==> src/rtl/seq_multiplier.sv <==
// Sequential shift-and-add multiplier, signed or unsigned, start/done handshake.
// The product register holds its value between operations and only reloads on completion.
module seq_multiplier #(
  parameter int WIDTH = 4
) (
  input  logic               clk,
  input  logic               rst_n,
  input  logic               start,
  input  logic [WIDTH-1:0]   a,
  input  logic [WIDTH-1:0]   b,
  input  logic               signed_mode,
  output logic               busy,
  output logic               done,
  output logic [2*WIDTH-1:0] product
);

  localparam int PW = 2 * WIDTH;
  localparam int CW = $clog2(WIDTH + 1);

  typedef enum logic [1:0] {
    ST_IDLE = 2'd0,
    ST_CALC = 2'd1,
    ST_DONE = 2'd2
  } state_e;

  state_e          state_q, state_d;
  logic [PW-1:0]   acc_q, acc_d;
  logic [PW-1:0]   mcand_q, mcand_d;
  logic [WIDTH-1:0] mplier_q, mplier_d;
  logic [CW-1:0]   cnt_q, cnt_d;
  logic            sign_q, sign_d;
  logic [PW-1:0]   product_q, product_d;
  logic            busy_q, busy_d;
  logic            done_q, done_d;
  logic [PW-1:0]   acc_sum_s;

  // The most negative operand maps to 2^(WIDTH-1), which still fits in WIDTH unsigned bits.
  function automatic logic [WIDTH-1:0] magnitude(input logic [WIDTH-1:0] v, input logic neg);
    return neg ? (~v + {{(WIDTH-1){1'b0}}, 1'b1}) : v;
  endfunction

  function automatic logic [PW-1:0] negate(input logic [PW-1:0] v);
    return ~v + {{(PW-1){1'b0}}, 1'b1};
  endfunction

  // Next-state, datapath and registered-output logic
  always_comb begin
    state_d   = state_q;
    acc_d     = acc_q;
    mcand_d   = mcand_q;
    mplier_d  = mplier_q;
    cnt_d     = cnt_q;
    sign_d    = sign_q;
    product_d = product_q;
    acc_sum_s = mplier_q[0] ? (acc_q + mcand_q) : acc_q;

    case (state_q)
      ST_IDLE: begin
        if (start) begin
          state_d  = ST_CALC;
          sign_d   = signed_mode & (a[WIDTH-1] ^ b[WIDTH-1]);
          mcand_d  = {{WIDTH{1'b0}}, magnitude(a, signed_mode & a[WIDTH-1])};
          mplier_d = magnitude(b, signed_mode & b[WIDTH-1]);
          acc_d    = '0;
          cnt_d    = '0;
        end else begin
          state_d  = ST_IDLE;
        end
      end
      ST_CALC: begin
        acc_d    = acc_sum_s;
        mcand_d  = {mcand_q[PW-2:0], 1'b0};
        mplier_d = {1'b0, mplier_q[WIDTH-1:1]};
        cnt_d    = cnt_q + CW'(1);
        if (cnt_q == CW'(WIDTH - 1)) begin
          state_d   = ST_DONE;
          product_d = sign_q ? negate(acc_sum_s) : acc_sum_s;
        end else begin
          state_d   = ST_CALC;
        end
      end
      ST_DONE: begin
        state_d = ST_IDLE;
      end
      default: begin
        state_d = ST_IDLE;
      end
    endcase

    busy_d = (state_d != ST_IDLE);
    done_d = (state_d == ST_DONE);
  end

  // State and datapath registers
  always_ff @(posedge clk or negedge rst_n) begin
    if (!rst_n) begin
      state_q   <= ST_IDLE;
      acc_q     <= '0;
      mcand_q   <= '0;
      mplier_q  <= '0;
      cnt_q     <= '0;
      sign_q    <= 1'b0;
      product_q <= '0;
      busy_q    <= 1'b0;
      done_q    <= 1'b0;
    end else begin
      state_q   <= state_d;
      acc_q     <= acc_d;
      mcand_q   <= mcand_d;
      mplier_q  <= mplier_d;
      cnt_q     <= cnt_d;
      sign_q    <= sign_d;
      product_q <= product_d;
      busy_q    <= busy_d;
      done_q    <= done_d;
    end
  end

  assign busy    = busy_q;
  assign done    = done_q;
  assign product = product_q;

endmodule

==> config.mk <==
export PLATFORM = sky130hd
export DESIGN_NAME = seq_multiplier
export DESIGN_NICKNAME = d
export VERILOG_FILES = /design/src/rtl/seq_multiplier.sv
export SDC_FILE = /design/constraint.sdc
export NUM_CORES = 1
export LEC_CHECK = 0
export ABC_AREA = 0
export ABC_CLOCK_PERIOD_IN_PS = 6900
export BUFFER_PORTS_ARGS = -buffer_cell sky130_fd_sc_hd__buf_2
export CAP_MARGIN = 40
export CORE_ASPECT_RATIO = 1.2
export CORE_MARGIN = 2
export CORE_UTILIZATION = 63
export CTS_CLUSTER_SIZE = 30
export DETAILED_ROUTE_END_ITERATION = 7
export GPL_TIMING_DRIVEN = 0
export HOLD_SLACK_MARGIN = 0.08
export PLACE_DENSITY = 0.9
export SLEW_MARGIN = 40
export SYNTH_ARGS = -nofsm -noshare
export SYNTH_HDL_FRONTEND = slang
export SYNTH_SLANG_ARGS = --single-unit
==> constraint.sdc <==
create_clock -name clk -period 6.9 [get_ports clk]
set_input_delay 0 -clock clk [delete_from_list [all_inputs] [get_ports clk]]
set_output_delay 0 -clock clk [all_outputs]
set_load 0.005 [all_outputs]
After elaboration in Yosys (flattened, before gate mapping)

Index checks and enable logic that the tools add are counted.

Add/sub/neg operators: 5
Equal/unequal tests: 4
Multiplexer cells: 15
Bitwise gates (word level): 7
Reductions and logical operators: 6

Operators by type and width:

| kind                  | count |
|---|---|
| $mux W8               | 4 |
| $pmux W8 S2           | 2 |
| $mux W4               | 3 |
| $add A4 B1 Y4 const B | 2 |
| $add A8 B1 Y8 const B | 1 |
| $add A8 B8 Y8         | 1 |
| $not A4 Y4            | 2 |
| $not A8 Y8            | 1 |
| $pmux W4 S2           | 1 |
| $pmux W3 S2           | 1 |
| $reduce_and A2 Y1     | 3 |
| $pmux W2 S2           | 1 |
| $reduce_bool A2 Y1    | 2 |
| $add A3 B1 Y3 const B | 1 |
| $and A1 B1 Y1         | 3 |
| $eq A3 B2 Y1 const B  | 1 |
| $mux W3               | 1 |
| $eq A2 B1 Y1 const B  | 1 |
| $eq A2 B2 Y1 const B  | 1 |
| $logic_not A2 Y1      | 1 |
| $mux W2               | 1 |
| $ne A2 B2 Y1 const B  | 1 |
| $mux W1               | 1 |
| $xor A1 B1 Y1         | 1 |

Register bits after elaboration: 36

Longest topological paths before layout

Word-level depth: 5
Mapped depth: 9

Worst setup path after synthesis

No wires, ideal clock.

Path kind: reg-to-reg
Start point: register acc_q[0]
End point: register product_q[6] (netlist: product[6])
Setup time: 0.121 ns
Data arrival time: 2.180 ns
Slack: 4.600 ns
Cell stages (with the launch flop): 10
Clock period less this slack: 2.300 ns
Cells stage by stage: dfrtp_1 -> ha_1 -> fa_1 -> a21o_1 -> a211o_1 -> a31oi_4 -> nand3_1 -> o21ai_1 -> xnor2_1 -> o21ai_2

Longest elaborated chain between the ends: 5

RTL lines:

| element                | RTL line | text |
|---|---|---|
| start, declared        | 27       | `logic [PW-1:0] acc_q, acc_d;` |
| start signal, assigned | 98       | `acc_q <= '0;` |
| start signal, assigned | 108      | `acc_q <= acc_d;` |
| $add A8 B8 Y8          | 55       | `acc_sum_s = mplier_q[0] ? (acc_q + mcand_q) : acc_q;` |
| $mux W8 *              | 55       |  |
| $not A8 Y8             | 43       | `return ~v + {{(PW-1){1'b0}}, 1'b1};` |
| $add A8 B1 Y8          | 43       |  |
| $mux W8 *              | 77       | `product_d = sign_q ? negate(acc_sum_s) : acc_sum_s;` |
| end signal, assigned   | 113      | `product_q <= product_d;` |
| end, declared          | 32       | `logic [PW-1:0] product_q, product_d;` |

Every way passes the cells marked *; elsewhere a longest branch is shown, timed or not.
A chain may end at the register's enable or synchronous reset.

Final worst setup path

Start point: register acc_q[0]
End point: register product_q[7] (netlist: product[7])

Same word-level chain as after synthesis.

==> flow_summary_export.csv <==
group,metric,value,unit
outcome,status,"completed",
global_route,grt_pass1_wl,7.74,mm
yosys,syn_inst,217,
drt,antenna_left,0,
placement,dpl.hpwl,3.19,mm
floorplan,die_w,57.0,µm
power_and_ir_drop,power,0.00105,W
worst_setup_path,required,7.07,ns
yosys,syn_area,2120,µm²
clock_tree,clock-sinks,36,
placement,dpl_cell_area,2270,µm²
placement,gp_congestion,0.840,
power_and_ir_drop,clkPwrFrac,0.149,
power_and_ir_drop,p_int,0.000610,W
floorplan,ios,22,
yosys,synth_xor_area_frac,0.0371,
yosys,synth-async-reset-ratio,1.00,
floorplan,start_util,0.647,
floorplan,dieArea,3850,µm²
power_and_ir_drop,pwr-share-comb,0.519,
yosys,synthSimpleGateAreaFrac,0.170,
worst_setup_path,critical_path.cell_chain,"ha_1 > fa_1 > xor2_1 > mux2i_1 > nand3_1 > nand2b_1 > o21ai_1 > xnor2_1 > o21ai_1",
final_layout,num_antenna_cells,0,
yosys,synth_flop_cell,"dfrtp_1",
drt,drc,0,
final_layout,design_area,2430,µm²
yosys,synth-edff-count,0,
yosys,synth_area_per_cell,9.78,µm²
global_route,antenna_found_initial,0,
worst_setup_path,cp-end-kind,"flop",
clock_tree,root_buffer,"clkbuf_8",
sta,fmax,383,MHz
sta,holdWs,0.179,ns
sta,maxSlewHeadroom,0.597,
worst_setup_path,crit_fanout,5,
yosys,ys_ff_latch,36,
worst_setup_path,critPathLaunchType,"flop",
power_and_ir_drop,power_density,433,nW/µm²
drt,num_vias,1752,
clock_tree,cts_htree_levels,2,
power_and_ir_drop,p_seq_frac,0.332,
run,max-cap-violations,0,
sta,rsz0062_at_grt,"false",
yosys,yosysWarnings,0,
worst_setup_path,crit_path_top_delay_cell,"fa_1",
sta,finalCritPeriodShare,0.378,
yosys,synth_compound_area_frac,0.219,
sta,timing_hold_violations_final,0,
worst_setup_path,timing.critical_path.mode_cell,"o21ai_1",
drt,drt_iter0_drc,59,
floorplan,coreArea,3280,µm²
worst_setup_path,r2r_cells,9,
power_and_ir_drop,ir_drop,0.332,mV
clock_tree,cts_buffer_depth,2,
yosys,syn_nets,242,
yosys,synth_top_family_by_area,"compound AO/OA/AOI/OAI gates",
worst_setup_path,crit_type,"reg -> reg",
floorplan,num_rows,23,
sta,fin_tns_setup,0,ns
yosys,synth_cell_types,53,
clock_tree,cts_tree,"built",
yosys,ys_seq_area_frac,0.425,
drt,drt-total-wl,4.55,mm
yosys,synthMuxAreaShare,0.0189,
placement,numPortBuffers,21,
drt,wl_per_cell,15.7,µm
global_route,grt_pass1_vias,1757,
global_route,grt_usage,0.265,
sta,worstMarginPinSlew,0.603,ns
power_and_ir_drop,net-switching-power,0.000442,W
floorplan,die_height,67.6,µm
power_and_ir_drop,power.leakage,1.15,nW
drt,drtPass1Iterations,5,
power_and_ir_drop,sw_frac_of_total,0.420,
global_route,grt_max_degree,37,
drt,vias_per_cell,6.06,
hold_path,holdPathStages,5,
clock_tree,insertion_delay,0.29,ns
final_layout,nets,276,
sta,fin_skew,0.00514,ns
sta,slew_violations,0,
global_route,grt-ovfl-total,0,
clock_tree,cts_inserted_buffers,5,
hold_path,min_path_type,"in -> reg",
final_layout,drive_above_1_share,0.183,
clock_tree,clk_pin_slew_worst_paths,0.07,ns
yosys,synthAdderAreaFrac,0.0802,
final_layout,nFillCells,228,
sta,layout_min_cycle_time,2.61,ns
worst_setup_path,max_stage_delay,0.44,ns
final_layout,area_growth,14.5,%
worst_setup_path,arrival,2.78,ns
sta,setup_viol,0,
## cell type report
cell class | instances | area [µm²] | area share
multi-input combinational | 161 | 1110 | 0.459
sequential | 36 | 901 | 0.371
timing repair buffer | 27 | 168 | 0.0690
clock buffer | 7 | 86.3 | 0.0355
buffer | 8 | 61.3 | 0.0252
tap | 37 | 46.3 | 0.0191
inverter | 12 | 45.0 | 0.0185
clock inverter | 1 | 7.51 | 0.00309
## routing by layer
metal / up-vias / part of all wire / GRT usage
li1: 845 / - / -
met3: 11 / 0.044 / 0.0594
met2: 58 / 0.53 / 0.474
met5: - / 0 / 0
met1: 838 / 0.40 / 0.294
met4: 0 / 0.020 / 0.140
## registers in the layout, summed over array words and instances (netlist names)
register	count
cnt_q	3
mcand_q	8
busy	1
acc_q	8
product	8
state_q	2
mplier_q	4
sign_q	1
done	1
## cell usage after synthesis, types with 2 or more instances
library cell	n	area [µm²]
o31ai_1	2	15.0
a211o_1	2	17.5
xnor2_1	6	52.6
a22o_1	6	52.6
clkbuf_1	3	11.3
inv_1	12	45.0
dfrtp_1	36	901
or3_1	2	12.5
o21ai_1	5	25.0
ha_1	12	150
nand2_1	30	113
nor3_1	2	10.0
a21oi_1	15	75.1
buf_6	3	33.8
nand3_1	7	35.0
nand2b_1	7	43.8
o21ai_0	20	100
o22ai_1	3	18.8
xor2_1	3	26.3
mux2i_1	4	40.0
nor2_1	3	11.3
nand3b_1	2	15.0
nor2b_1	2	12.5
## metrics by stage
| stage | utilization | setup slack (ns) | std cells |
|---|---|---|---|
| 6_report | 0.741 | 4.29 | 289 |
| 5_1_grt | 0.741 | 4.14 | 289 |
| 4_1_cts | 0.740 | 4.29 | 289 |
| 3_5_place_dp | 0.693 | 4.33 | 275 |
| 3_3_place_gp | 0.693 | 4.37 | 275 |
| 2_1_floorplan | - | 4.60 | 217 |
## repair_timing
| action | CTS | global route |
|---|---|---|
| hold buffers | 6 | 0 |
| resized for setup | 0 | 0 |
| buffers inserted | 0 | 0 |
| endpoints found under the hold margin | 40 | 0 |
## cell families after synthesis
logic type               count (synthesis)
adder cells (fa/ha/maj)                 13
buffers and inverters                   20
AND/OR/NAND/NOR                         66
flip-flops                              36
XOR/XNOR                                 9
AO/OA/AOI/OAI                           69
multiplexers                             4
## power by group through the flow
stage | Clock [W] | Combinational, W | Sequential [W]
final | 0.000157 | 0.000547 | 0.000349
after global routing | 0.000169 | 0.000611 | 0.000359
after CTS | 0.000160 | 0.000546 | 0.000347
after detailed placement | 0 | 0.000538 | 0.000352
after global placement | 0 | 0.000520 | 0.000348
after floorplan | 0 | 0.000411 | 0.000341
## worst max-delay path, delay by kind of cell, from the launching register on
family | cells | cell delay (ns)
compound gates | 2 | 0.24
mux | 1 | 0.43
flops | 1 | 0.41
simple gates | 2 | 0.38
fa+ha+maj | 2 | 0.70
xor+xnor | 2 | 0.33
## path summary, 6_finish.rpt
path                                              from                endpoint  slack, ns
worst max-delay path              acc_q[0]$_DFFE_PN0P_  product[7]$_DFFE_PN0P_       4.29
worst min-delay path                              a[1]  mcand_q[1]$_DFFE_PN0P_       0.18
worst max register to register    acc_q[0]$_DFFE_PN0P_  product[7]$_DFFE_PN0P_       4.29
worst min register to register  product[7]$_DFFE_PN0P_  product[7]$_DFFE_PN0P_       0.49
max in group asynchronous                        rst_n  mcand_q[2]$_DFFE_PN0P_       6.38
min in group asynchronous                        rst_n  product[5]$_DFFE_PN0P_       0.21
## cell usage in the layout, fill, tap and decap left out, types with 2 or more instances in the layout
cell            n
a211o_1         2
a21oi_1        15
a22o_1          6
buf_2          21
buf_6           3
clkbuf_1        4
clkbuf_8        6
dfrtp_1        36
dlygate4sd3_1   6
ha_1           12
inv_1          12
mux2i_1         4
nand2_1        30
nand2b_1        7
nand3_1         7
nand3b_1        2
nor2_1          3
nor2b_1         2
nor3_1          2
o21ai_0        20
o21ai_1         5
o22ai_1         3
o31ai_1         2
or3_1           2
xnor2_1         6
xor2_1          3
No activity file was read; power rests on OpenSTA's default activity.
